--- config.mk ---
export PLATFORM = sky130hd
export DESIGN_NAME = dma_bd_fetch_requester_flat
export DESIGN_NICKNAME = d
export VERILOG_FILES = /design/src/rtl/dma_bd_fetch_requester_if.sv /design/src/rtl/dma_bd_fetch_requester.sv /design/src/flat_wrapper.sv
export SDC_FILE = /design/constraint.sdc
export NUM_CORES = 1
export LEC_CHECK = 0
export BUFFER_PORTS_ARGS = -buffer_cell sky130_fd_sc_hd__buf_2
export CELL_PAD_IN_SITES_DETAIL_PLACEMENT = 0
export CELL_PAD_IN_SITES_GLOBAL_PLACEMENT = 2
export CORE_AREA = 10 10 529 531
export CTS_BUF_LIST = sky130_fd_sc_hd__clkbuf_4
export CTS_CLUSTER_DIAMETER = 200
export DETAILED_ROUTE_END_ITERATION = 6
export DIE_AREA = 0 0 539 541
export PLACE_DENSITY_LB_ADDON = 0.1
export SETUP_SLACK_MARGIN = 0.05
export SYNTH_ARGS = -nofsm -noshare
export SYNTH_HDL_FRONTEND = slang
export SYNTH_SLANG_ARGS = --single-unit
--- constraint.sdc ---
create_clock -name user_clk -period 4.26 [get_ports user_clk]
set_clock_uncertainty 0.15 [all_clocks]
set_input_delay 0.852 -clock user_clk [delete_from_list [all_inputs] [get_ports user_clk]]
set_output_delay 0.852 -clock user_clk [all_outputs]
set_load 0.1 [all_outputs]
--- src/rtl/dma_bd_fetch_requester_if.sv ---
// Stream bundle for the BD fetch requester: RQ read requests, RC completions and fetched-BD output.
// The master modport is the requester side; slave is the PCIe/consumer side.
interface dma_bd_fetch_requester_if;
    logic [255:0] m_axis_dma_rq_tdata;
    logic         m_axis_dma_rq_tvalid;
    logic         m_axis_dma_rq_tready;
    logic         m_axis_dma_rq_tlast;
    logic [59:0]  m_axis_dma_rq_tuser;
    logic [7:0]   m_axis_dma_rq_tkeep;

    logic [255:0] s_axis_dma_rc_tdata;
    logic         s_axis_dma_rc_tvalid;
    logic         s_axis_dma_rc_tready;
    logic         s_axis_dma_rc_tlast;
    logic [74:0]  s_axis_dma_rc_tuser;
    logic [7:0]   s_axis_dma_rc_tkeep;

    logic [255:0] m_axis_bd_tdata;
    logic         m_axis_bd_tvalid;
    logic         m_axis_bd_tready;
    logic [1:0]   m_axis_bd_tdest;

    modport master (
        output m_axis_dma_rq_tdata, m_axis_dma_rq_tvalid, m_axis_dma_rq_tlast,
               m_axis_dma_rq_tuser, m_axis_dma_rq_tkeep,
        input  m_axis_dma_rq_tready,
        input  s_axis_dma_rc_tdata, s_axis_dma_rc_tvalid, s_axis_dma_rc_tlast,
               s_axis_dma_rc_tuser, s_axis_dma_rc_tkeep,
        output s_axis_dma_rc_tready,
        output m_axis_bd_tdata, m_axis_bd_tvalid, m_axis_bd_tdest,
        input  m_axis_bd_tready
    );

    modport slave (
        input  m_axis_dma_rq_tdata, m_axis_dma_rq_tvalid, m_axis_dma_rq_tlast,
               m_axis_dma_rq_tuser, m_axis_dma_rq_tkeep,
        output m_axis_dma_rq_tready,
        output s_axis_dma_rc_tdata, s_axis_dma_rc_tvalid, s_axis_dma_rc_tlast,
               s_axis_dma_rc_tuser, s_axis_dma_rc_tkeep,
        input  s_axis_dma_rc_tready,
        input  m_axis_bd_tdata, m_axis_bd_tvalid, m_axis_bd_tdest,
        output m_axis_bd_tready
    );
endinterface

--- src/rtl/dma_bd_fetch_requester.sv ---
// BD fetch requester: walks four BD rings, issues one 32-byte MemRd per BD on RQ,
// reassembles the two-beat RC completion and hands the 256-bit BD to the channel engines.
module dma_bd_fetch_requester (
    input  logic         user_clk,
    input  logic         user_reset,
    input  logic [3:0]   ch_enable,
    input  logic [107:0] bd_base,
    input  logic [107:0] bd_high,
    input  logic [107:0] sw_ptr,
    output logic [107:0] hw_ptr,
    output logic         cpl_err,
    dma_bd_fetch_requester_if.master bus
);
    localparam int unsigned NUM_CH  = 4;
    localparam int unsigned PTR_W   = 27;
    localparam int unsigned HDR_DWW = 160;

    typedef enum logic {REQ_IDLE, REQ_SEND} req_state_t;
    typedef enum logic [1:0] {CPL_HDR, CPL_DATA, CPL_OUT} cpl_state_t;

    req_state_t           req_state;
    cpl_state_t           cpl_state;
    logic [PTR_W-1:0]     ptr_q   [NUM_CH];
    logic [PTR_W-1:0]     base_a  [NUM_CH];
    logic [PTR_W-1:0]     high_a  [NUM_CH];
    logic [PTR_W-1:0]     sw_a    [NUM_CH];
    logic [NUM_CH-1:0]    outstanding;
    logic [NUM_CH-1:0]    pending_c;
    logic [1:0]           last_grant;
    logic [1:0]           req_ch;
    logic [1:0]           grant_c;
    logic [1:0]           cand_c;
    logic                 grant_valid_c;
    logic [7:0]           cpl_tag;
    logic [3:0]           cpl_code;
    logic [HDR_DWW-1:0]   cpl_dw;
    logic                 cpl_hit_c;
    logic                 cpl_bad_c;
    logic                 unused_rc;

    assign unused_rc = ^{bus.s_axis_dma_rc_tuser, bus.s_axis_dma_rc_tkeep};

    // Unpack per-channel ring registers and repack the live pointers.
    always_comb begin
        for (int unsigned i = 0; i < NUM_CH; i++) begin
            base_a[i] = bd_base[i*PTR_W +: PTR_W];
            high_a[i] = bd_high[i*PTR_W +: PTR_W];
            sw_a[i]   = sw_ptr[i*PTR_W +: PTR_W];
            hw_ptr[i*PTR_W +: PTR_W] = ptr_q[i];
            pending_c[i] = ch_enable[i] && (ptr_q[i] != sw_a[i]) && !outstanding[i];
        end
    end

    // Round-robin: first pending channel after last_grant (last_grant itself checked last).
    always_comb begin
        grant_valid_c = 1'b0;
        grant_c       = last_grant;
        cand_c        = last_grant;
        for (int unsigned i = 1; i <= NUM_CH; i++) begin
            cand_c = last_grant + 2'(i);
            if (!grant_valid_c && pending_c[cand_c]) begin
                grant_valid_c = 1'b1;
                grant_c       = cand_c;
            end
        end
    end

    // A completion is usable only for a live read on a real channel tag.
    assign cpl_hit_c = (cpl_tag[7:2] == 6'd0) && outstanding[cpl_tag[1:0]];
    assign cpl_bad_c = (cpl_code != 4'd0) || !bus.s_axis_dma_rc_tlast;

    function automatic logic [255:0] rq_desc(input logic [PTR_W-1:0] ptr, input logic [1:0] ch);
        logic [255:0] d;
        logic [63:0]  addr;
        addr       = 64'({ptr, 5'b0});
        d          = '0;
        d[63:2]    = addr[63:2];
        d[74:64]   = 11'd8;
        d[78:75]   = 4'b0000;
        d[103:96]  = {6'b0, ch};
        return d;
    endfunction

    always_ff @(posedge user_clk) begin
        if (!user_reset) begin
            req_state   <= REQ_IDLE;
            cpl_state   <= CPL_HDR;
            outstanding <= '0;
            last_grant  <= 2'd3;
            req_ch      <= '0;
            for (int unsigned i = 0; i < NUM_CH; i++) ptr_q[i] <= '0;
            cpl_tag     <= '0;
            cpl_code    <= '0;
            cpl_dw      <= '0;
            cpl_err     <= 1'b0;
            bus.m_axis_dma_rq_tdata  <= '0;
            bus.m_axis_dma_rq_tvalid <= 1'b0;
            bus.m_axis_dma_rq_tlast  <= 1'b0;
            bus.m_axis_dma_rq_tuser  <= '0;
            bus.m_axis_dma_rq_tkeep  <= '0;
            bus.s_axis_dma_rc_tready <= 1'b0;
            bus.m_axis_bd_tdata      <= '0;
            bus.m_axis_bd_tvalid     <= 1'b0;
            bus.m_axis_bd_tdest      <= '0;
        end else begin
            cpl_err <= 1'b0;

            // Request side: register descriptor on grant, hold until accepted.
            case (req_state)
                REQ_IDLE: if (grant_valid_c) begin
                    bus.m_axis_dma_rq_tdata  <= rq_desc(ptr_q[grant_c], grant_c);
                    bus.m_axis_dma_rq_tuser  <= 60'hFF;
                    bus.m_axis_dma_rq_tkeep  <= 8'h0F;
                    bus.m_axis_dma_rq_tlast  <= 1'b1;
                    bus.m_axis_dma_rq_tvalid <= 1'b1;
                    req_ch                   <= grant_c;
                    req_state                <= REQ_SEND;
                end
                REQ_SEND: if (bus.m_axis_dma_rq_tready) begin
                    outstanding[req_ch]      <= 1'b1;
                    last_grant               <= req_ch;
                    bus.m_axis_dma_rq_tvalid <= 1'b0;
                    req_state                <= REQ_IDLE;
                end
            endcase

            // Completion side: header beat, data beat, then present the BD.
            case (cpl_state)
                CPL_HDR: begin
                    bus.s_axis_dma_rc_tready <= 1'b1;
                    if (bus.s_axis_dma_rc_tvalid && bus.s_axis_dma_rc_tready) begin
                        cpl_tag   <= bus.s_axis_dma_rc_tdata[71:64];
                        cpl_code  <= bus.s_axis_dma_rc_tdata[15:12];
                        cpl_dw    <= bus.s_axis_dma_rc_tdata[255:96];
                        cpl_state <= CPL_DATA;
                    end
                end
                CPL_DATA: if (bus.s_axis_dma_rc_tvalid && bus.s_axis_dma_rc_tready) begin
                    if (cpl_bad_c || !cpl_hit_c) begin
                        if (cpl_tag[7:2] == 6'd0) outstanding[cpl_tag[1:0]] <= 1'b0;
                        cpl_err   <= cpl_bad_c;
                        cpl_state <= CPL_HDR;
                    end else begin
                        bus.m_axis_bd_tdata      <= {bus.s_axis_dma_rc_tdata[95:0], cpl_dw};
                        bus.m_axis_bd_tdest      <= cpl_tag[1:0];
                        bus.m_axis_bd_tvalid     <= 1'b1;
                        bus.s_axis_dma_rc_tready <= 1'b0;
                        cpl_state                <= CPL_OUT;
                    end
                end
                CPL_OUT: if (bus.m_axis_bd_tready) begin
                    ptr_q[cpl_tag[1:0]] <= (ptr_q[cpl_tag[1:0]] == high_a[cpl_tag[1:0]]) ?
                                           base_a[cpl_tag[1:0]] : ptr_q[cpl_tag[1:0]] + 27'd1;
                    outstanding[cpl_tag[1:0]] <= 1'b0;
                    bus.m_axis_bd_tvalid      <= 1'b0;
                    bus.s_axis_dma_rc_tready  <= 1'b1;
                    cpl_state                 <= CPL_HDR;
                end
                default: cpl_state <= CPL_HDR;
            endcase

            // Disable overrides any advance or request issued this cycle.
            for (int unsigned i = 0; i < NUM_CH; i++) begin
                if (!ch_enable[i]) begin
                    ptr_q[i]       <= base_a[i];
                    outstanding[i] <= 1'b0;
                end
            end
        end
    end
endmodule
--- src/flat_wrapper.sv ---
// flat-port wrapper written by rule: the top's interface ports become plain ports
module dma_bd_fetch_requester_flat 
  (user_clk, user_reset, ch_enable, bd_base, bd_high, sw_ptr, hw_ptr, cpl_err, bus_m_axis_dma_rq_tdata, bus_m_axis_dma_rq_tvalid, bus_m_axis_dma_rq_tlast, bus_m_axis_dma_rq_tuser, bus_m_axis_dma_rq_tkeep, bus_m_axis_dma_rq_tready, bus_s_axis_dma_rc_tdata, bus_s_axis_dma_rc_tvalid, bus_s_axis_dma_rc_tlast, bus_s_axis_dma_rc_tuser, bus_s_axis_dma_rc_tkeep, bus_s_axis_dma_rc_tready, bus_m_axis_bd_tdata, bus_m_axis_bd_tvalid, bus_m_axis_bd_tdest, bus_m_axis_bd_tready);
  dma_bd_fetch_requester_if bus_i ();
  input  logic user_clk;
  input  logic user_reset;
  input  logic [3:0] ch_enable;
  input  logic [107:0] bd_base;
  input  logic [107:0] bd_high;
  input  logic [107:0] sw_ptr;
  output logic [107:0] hw_ptr;
  output logic cpl_err;
  output wire logic [$bits(bus_i.m_axis_dma_rq_tdata)-1:0] bus_m_axis_dma_rq_tdata;
  output wire logic [$bits(bus_i.m_axis_dma_rq_tvalid)-1:0] bus_m_axis_dma_rq_tvalid;
  output wire logic [$bits(bus_i.m_axis_dma_rq_tlast)-1:0] bus_m_axis_dma_rq_tlast;
  output wire logic [$bits(bus_i.m_axis_dma_rq_tuser)-1:0] bus_m_axis_dma_rq_tuser;
  output wire logic [$bits(bus_i.m_axis_dma_rq_tkeep)-1:0] bus_m_axis_dma_rq_tkeep;
  input wire logic [$bits(bus_i.m_axis_dma_rq_tready)-1:0] bus_m_axis_dma_rq_tready;
  input wire logic [$bits(bus_i.s_axis_dma_rc_tdata)-1:0] bus_s_axis_dma_rc_tdata;
  input wire logic [$bits(bus_i.s_axis_dma_rc_tvalid)-1:0] bus_s_axis_dma_rc_tvalid;
  input wire logic [$bits(bus_i.s_axis_dma_rc_tlast)-1:0] bus_s_axis_dma_rc_tlast;
  input wire logic [$bits(bus_i.s_axis_dma_rc_tuser)-1:0] bus_s_axis_dma_rc_tuser;
  input wire logic [$bits(bus_i.s_axis_dma_rc_tkeep)-1:0] bus_s_axis_dma_rc_tkeep;
  output wire logic [$bits(bus_i.s_axis_dma_rc_tready)-1:0] bus_s_axis_dma_rc_tready;
  output wire logic [$bits(bus_i.m_axis_bd_tdata)-1:0] bus_m_axis_bd_tdata;
  output wire logic [$bits(bus_i.m_axis_bd_tvalid)-1:0] bus_m_axis_bd_tvalid;
  output wire logic [$bits(bus_i.m_axis_bd_tdest)-1:0] bus_m_axis_bd_tdest;
  input wire logic [$bits(bus_i.m_axis_bd_tready)-1:0] bus_m_axis_bd_tready;
  assign bus_m_axis_dma_rq_tdata = bus_i.m_axis_dma_rq_tdata;
  assign bus_m_axis_dma_rq_tvalid = bus_i.m_axis_dma_rq_tvalid;
  assign bus_m_axis_dma_rq_tlast = bus_i.m_axis_dma_rq_tlast;
  assign bus_m_axis_dma_rq_tuser = bus_i.m_axis_dma_rq_tuser;
  assign bus_m_axis_dma_rq_tkeep = bus_i.m_axis_dma_rq_tkeep;
  assign bus_i.m_axis_dma_rq_tready = bus_m_axis_dma_rq_tready;
  assign bus_i.s_axis_dma_rc_tdata = bus_s_axis_dma_rc_tdata;
  assign bus_i.s_axis_dma_rc_tvalid = bus_s_axis_dma_rc_tvalid;
  assign bus_i.s_axis_dma_rc_tlast = bus_s_axis_dma_rc_tlast;
  assign bus_i.s_axis_dma_rc_tuser = bus_s_axis_dma_rc_tuser;
  assign bus_i.s_axis_dma_rc_tkeep = bus_s_axis_dma_rc_tkeep;
  assign bus_s_axis_dma_rc_tready = bus_i.s_axis_dma_rc_tready;
  assign bus_m_axis_bd_tdata = bus_i.m_axis_bd_tdata;
  assign bus_m_axis_bd_tvalid = bus_i.m_axis_bd_tvalid;
  assign bus_m_axis_bd_tdest = bus_i.m_axis_bd_tdest;
  assign bus_i.m_axis_bd_tready = bus_m_axis_bd_tready;
  dma_bd_fetch_requester u_core (.user_clk(user_clk), .user_reset(user_reset), .ch_enable(ch_enable), .bd_base(bd_base), .bd_high(bd_high), .sw_ptr(sw_ptr), .hw_ptr(hw_ptr), .cpl_err(cpl_err), .bus(bus_i));
endmodule
Yosys cells after proc, flatten, opt, wreduce, memory -nomap -nowiden:

Memories as Yosys holds them, arrays and structs flattened. A register that Yosys moved wholly into a read port is not among the register bits.
Cells that the tools add are included.

* bits in latches: 0
* bits in registers: 478
* bits in read-only memories: 0
* memories: 1
* RAM bits: 108
* bits of input ports: 673
* word-level logic and storage cells: 198

* mux-type cells: 79
* bitwise operators: 22
* equality and inequality tests: 17
* magnitude comparators: 9
* shift-type cells: 0
* multiply operators: 0
* reductions and logical operators: 45
* $add $sub $neg: 4
* divide/modulo/power cells: 0

Memories
* u_core.ptr_q: depth 4, width 27, rd ports 6, clocked after memory_dff 2, write ports 5, line dma_bd_fetch_requester.sv:23 `logic [PTR_W-1:0] ptr_q [NUM_CH];`

Operators by type and width (number)
* 27-bit two-way mux: 9
* 27-bit binary-select mux with 2-bit select: 2
* 27-bit != test: 4
* 1-bit two-way mux: 38
* 4-bit two-way mux: 7
* 27-bit by 1-bit adder with 27-bit output, second input constant: 1
* 27-bit == test: 1
* 2-bit two-way mux: 10
* 2-bit by 3-bit less-than comparator with 1-bit output, second input constant: 6
* 2-bit AND reduction: 8
* 1-bit logical AND: 15
* 4-bit AND reduction: 3
* 1-bit binary-select mux with 2-bit select: 5
* 2-bit == test, second input constant: 5
* 1-bit zero test: 10
* 1-bit AND: 8
* 4-bit one-hot mux with 2 select lines: 1
* 6-bit zero test: 1
* 2-bit by 1-bit != test with 1-bit output, second input constant: 3
* 2-bit != test, second input constant: 3
* 1-bit inverter: 6
* 1-bit one-hot mux with 2 select lines: 3
* 2-bit one-hot mux with 3 select lines: 1
* 3-bit AND reduction: 2
* other kinds (17): 24

Depth between registers and ports, before layout:

An unclocked memory read counts as a cell.

* depth after elaboration: 18
* depth in mapped cells: 13
* depth with buffers taken out: 9

Worst setup path before layout:

No wires, ideal clock.

* path type: register -> register
* from: memory u_core.ptr_q[1][1]
* to: register u_core.bus.m_axis_dma_rq_tdata[23] (read register of u_core.ptr_q)
* cell stages (with the launch flop): 11
* arrival: 3.520 ns
* path slack: 0.469 ns
* path buffers: 2
* clock period less this slack: 3.791 ns
* required time: 3.988 ns
* cells stage by stage: edfxtp_1 -> xnor2_1 -> nand4_1 -> nor4_1 -> a21boi_0 -> a311o_1 -> clkbuf_1 -> nor2_2 -> buf_2 -> mux2_2 -> a221o_1

RTL lines
* start: declaration: line dma_bd_fetch_requester.sv:23
* end: declaration: line dma_bd_fetch_requester_if.sv:24 `output m_axis_dma_rq_tdata, m_axis_dma_rq_tvalid, m_axis_dma_rq_tlast,`

==> results.md <==
- Clock root buffer: clkbuf_4
- Synthesis warning total: 0
- Drt wl/cell: between 20 and 25 um
- Slowest CP cell: mux4_1
- Unrepaired setup endpoints after global routing: false
- PnR Total Power: approximately 18 mW
- Die Y: 541 um
- Distinct cells, synth: 62
- Finished layout cell area: ~0.046 mm2
- # resized after CTS: 0
- VDD IR max: between 0.2 and 0.25 mV
- Ys flop type: dfxtp_1
- Cts hold-fix bufs: 593
- RePlAce Congestion: a little over 0.8
- Crit Path Category: register to register
- Nets: around 5.5k
- Setup TNS: 0 ns
- GRT overflow: 0
- DP HPWL: 164,000 um
- Via Count: ~30k
- Finished Core Util: about 17%
- Cell seen most often among critical-path stages: and3_1
- Non-Filler Instances: between 8k and 9k
- Outcome: complete, no violations
- PwrDens: 384 mW/mm2
- Core box area: ~0.27 mm2
- Worst endpoint data arrival time: around 4.7 ns
- Yosys reg bits: 583
- Max-cap viol count: 0
- # DRC: 0
- Crit-path max FO: 27
- FP Rows: ~190
- Vias in the first global route: around 31k
- Int Power: approximately 11 mW
- TritonCTS clock tree: done
- Total global-route track usage: about 14%
- Total CTS buffers: roughly 200
- Hold Fails Final Rpt: 0
- Gate power share: between 20% and 30%
- CP Capture Type: register
- Chip width: around 540 um
- Relative slew slack: between 40 and 50%
- Clock-pin slew on the worst setup and hold paths: approximately 0.060 ns
- DRT Pass-1 Iters: 5
- Slew Viols, Final: 0
- Switch Pwr: between 7 and 8 mW
- Crit-path max cell delay: around 0.94 ns
- Worst hold path class: register to register
- DP Cell Count: roughly 7.6k
- Placed inst area: 0.0373 mm2
- Number of DRC markers in iteration 0: around 1.5k
- Initial antenna violation count: 113
- Largest net degree at the start of global routing: 137
- Clock Latency Late Sink: 1.28 ns
- Routed WL: 212,000 um
- EDFF count, synth: around 110
- Syn avg cell area: a little over 9 um2
- Asr flop ratio synth: 0%
- Synth Cell Area: about 0.028 mm2
- Ports: around 1.4k
- Clock share of power: between 30% and 40%
- Port bufs: between 1k and 1.5k
- Seq/Total Area, Yosys: about 45%
- Die ar.: approximately 0.29 mm2
- Post-Syn Instances: about 3.1k
- Fill count: 31.0k
- Routed Antenna Nets: 0
- Slew at the pin with the worst max-slew slack: a little under 0.9 ns
- Worst Path Required: ~5 ns
- Clock Path Buffers: 3
- Pleak: about 19 nW
- Worst-path cell chain: buf_12 -> mux4_1 -> and3_1 -> and3_1 -> and3_1 -> and3_2 -> xor2_1 -> mux2_4 -> a22o_1
- Sequential Power Share: between 30 and 40%
- Flop2flop setup slack: ~0.38 ns
- Crit start category: register
- Share of cells above drive strength 1: between 30% and 40%
- Max Clk Rate: about 260 MHz
- Final setup viols: 0
- Final worst-path cycle share: between 90% and 100%
- Synth-to-layout area growth: 63.9%
- First-pass GRT wire length: around 280,000 um
- Vias per inst: around 3.4
- # clock sinks: approximately 600
- Switching part of the total: around two fifths
- Effective utilization at floorplan: about a tenth
- H-tree depth: 4
- Crit path time final: 3.88 ns
- Post-CTS setup buffer count: 0
sequential cells by signal, summed over array words and instances, names as in the netlist, named ones only:
register,count
u_core.outstanding,4
u_core.cpl_code,4
u_core.req_ch,2
u_core.req_state,1
u_core.last_grant,2
u_core.cpl_err,1
u_core.cpl_dw,160
u_core.ptr_q,108
u_core.cpl_state,2
u_core.cpl_tag,8
u_core.bus.m_axis_dma_rq_tvalid,1
u_core.bus.s_axis_dma_rc_tready,1
u_core.bus.m_axis_bd_tdata,256
u_core.bus.m_axis_dma_rq_tdata,28
u_core.bus.m_axis_bd_tvalid,1
u_core.bus.m_axis_bd_tdest,2
cell type report:
class | instances | area, um2 | area share (%)
repair buffers | 1755 | 12500 | 27.1
clock inverters | 35 | 308 | 0.668
flip-flops and latches | 583 | 12800 | 27.7
multi-input cells | 2294 | 13400 | 29.1
well taps | 3570 | 4470 | 9.69
inverters | 12 | 52.6 | 0.114
clock buffers | 330 | 2480 | 5.38
diodes | 35 | 87.6 | 0.190
kinds of logic after synthesis:
| logic type | Yosys count | share of synthesized area, % |
|---|---|---|
| simple gates | 1047 | 15.1 |
| compound gates | 660 | 14.0 |
| flops | 583 | 45.3 |
| buf+inv | 511 | 11.0 |
| xor+xnor | 160 | 4.98 |
| mux | 140 | 9.31 |
| fa+ha+maj | 5 | 0.222 |
| other cells | 1 | 0.0133 |
worst max-delay path, delay by kind of cell, from the launching register on:
family	cells	cell delay, ns
AND/OR/NAND/NOR	4	1.20
buffers and inverters	1	0.26
flip-flops	1	0.34
XOR/XNOR	1	0.18
multiplexers	2	1.25
AO/OA/AOI/OAI	1	0.20
cell usage after synthesis (all sizes together) (2+ instances only):
library cell  number  area share [%]
or3                2           0.044
dfxtp            475              34
nand3             48            0.85
a22o             100             3.1
o211a              4            0.14
nor2              26            0.36
edfxtp           108              12
inv               12            0.16
nor2b              4           0.089
a211oi             3           0.080
buf              326             8.6
o22ai              2           0.044
nor3              12            0.21
a21oi            453             8.1
o21ai             41            0.73
and4               2           0.062
xnor2             83             2.6
mux2i              5            0.18
a221o             27            0.96
o211ai             2           0.053
ha                 5            0.22
and2               8            0.18
a31oi              2           0.044
nand2b             2           0.044
a21boi            13            0.35
a311oi             2           0.062
or2                2           0.044
nand4             29            0.70
mux2              53             2.4
nand2            883              12
clkbuf           173             2.3
xor2              77             2.4
nor4              19            0.49
and3               7            0.16
mux4              82             6.8
final timing paths:
kind                                          to              start  depth (start not counted)
setup / recovery             u_core.ptr_q[0][18]           register                          9
hold / removal    u_core.bus.m_axis_bd_tdata[85]  u_core.cpl_dw[85]                          2
setup reg to reg             u_core.ptr_q[0][18]           register                          9
hold reg to reg   u_core.bus.m_axis_bd_tdata[85]  u_core.cpl_dw[85]                          2
stage by stage:
step	hold WS (ns)	setup slack (ns)
6_report	0.253	0.385
5_1_grt	0.0688	0.218
4_1_cts	0.00131	0.177
3_5_place_dp	0.293	0.177
3_3_place_gp	0.291	0.203
2_1_floorplan	0.282	0.469
cell usage in the layout, fill, tap and decap left out, types with 4 or more instances in the layout:
cell,instances
mux4_2,67
inv_1,11
diode_2,35
nand4_1,28
mux2_2,35
clkinv_1,20
nor4_1,16
a22o_1,100
and3_1,5
and2_1,8
mux4_1,15
o211a_1,4
a21boi_0,13
xnor2_1,83
nor2b_1,4
nor3_1,10
nor2_1,17
mux2_4,18
a21oi_1,453
a221o_1,27
buf_4,132
o21ai_0,40
nor2_2,7
dlygate4sd3_1,593
buf_2,1002
clkinv_8,6
edfxtp_1,108
buf_12,28
ha_1,5
nand3_1,45
clkbuf_4,330
nand2_1,883
conb_1,282
mux2i_1,5
dfxtp_1,472
xor2_1,77
power by group through the flow:
stage | sequential (mW) | clock [mW] | combinational [mW]
4_1_cts | 6.12 | 7.41 | 4.78
6_report | 6.12 | 6.87 | 4.73
2_1_floorplan | 6.95 | 0 | 2.30
3_3_place_gp | 6.24 | 0 | 4.32
3_5_place_dp | 6.24 | 0 | 4.31
5_1_grt | 6.14 | 7.63 | 4.94
routing by layer:
metal	track usage [%]	share of wire [%]
met3	4.89	7.6
met2	23.7	48
met1	16.3	41
met5	0	0.22
met4	3.87	2.7
(Power assumes the default switching activity.)
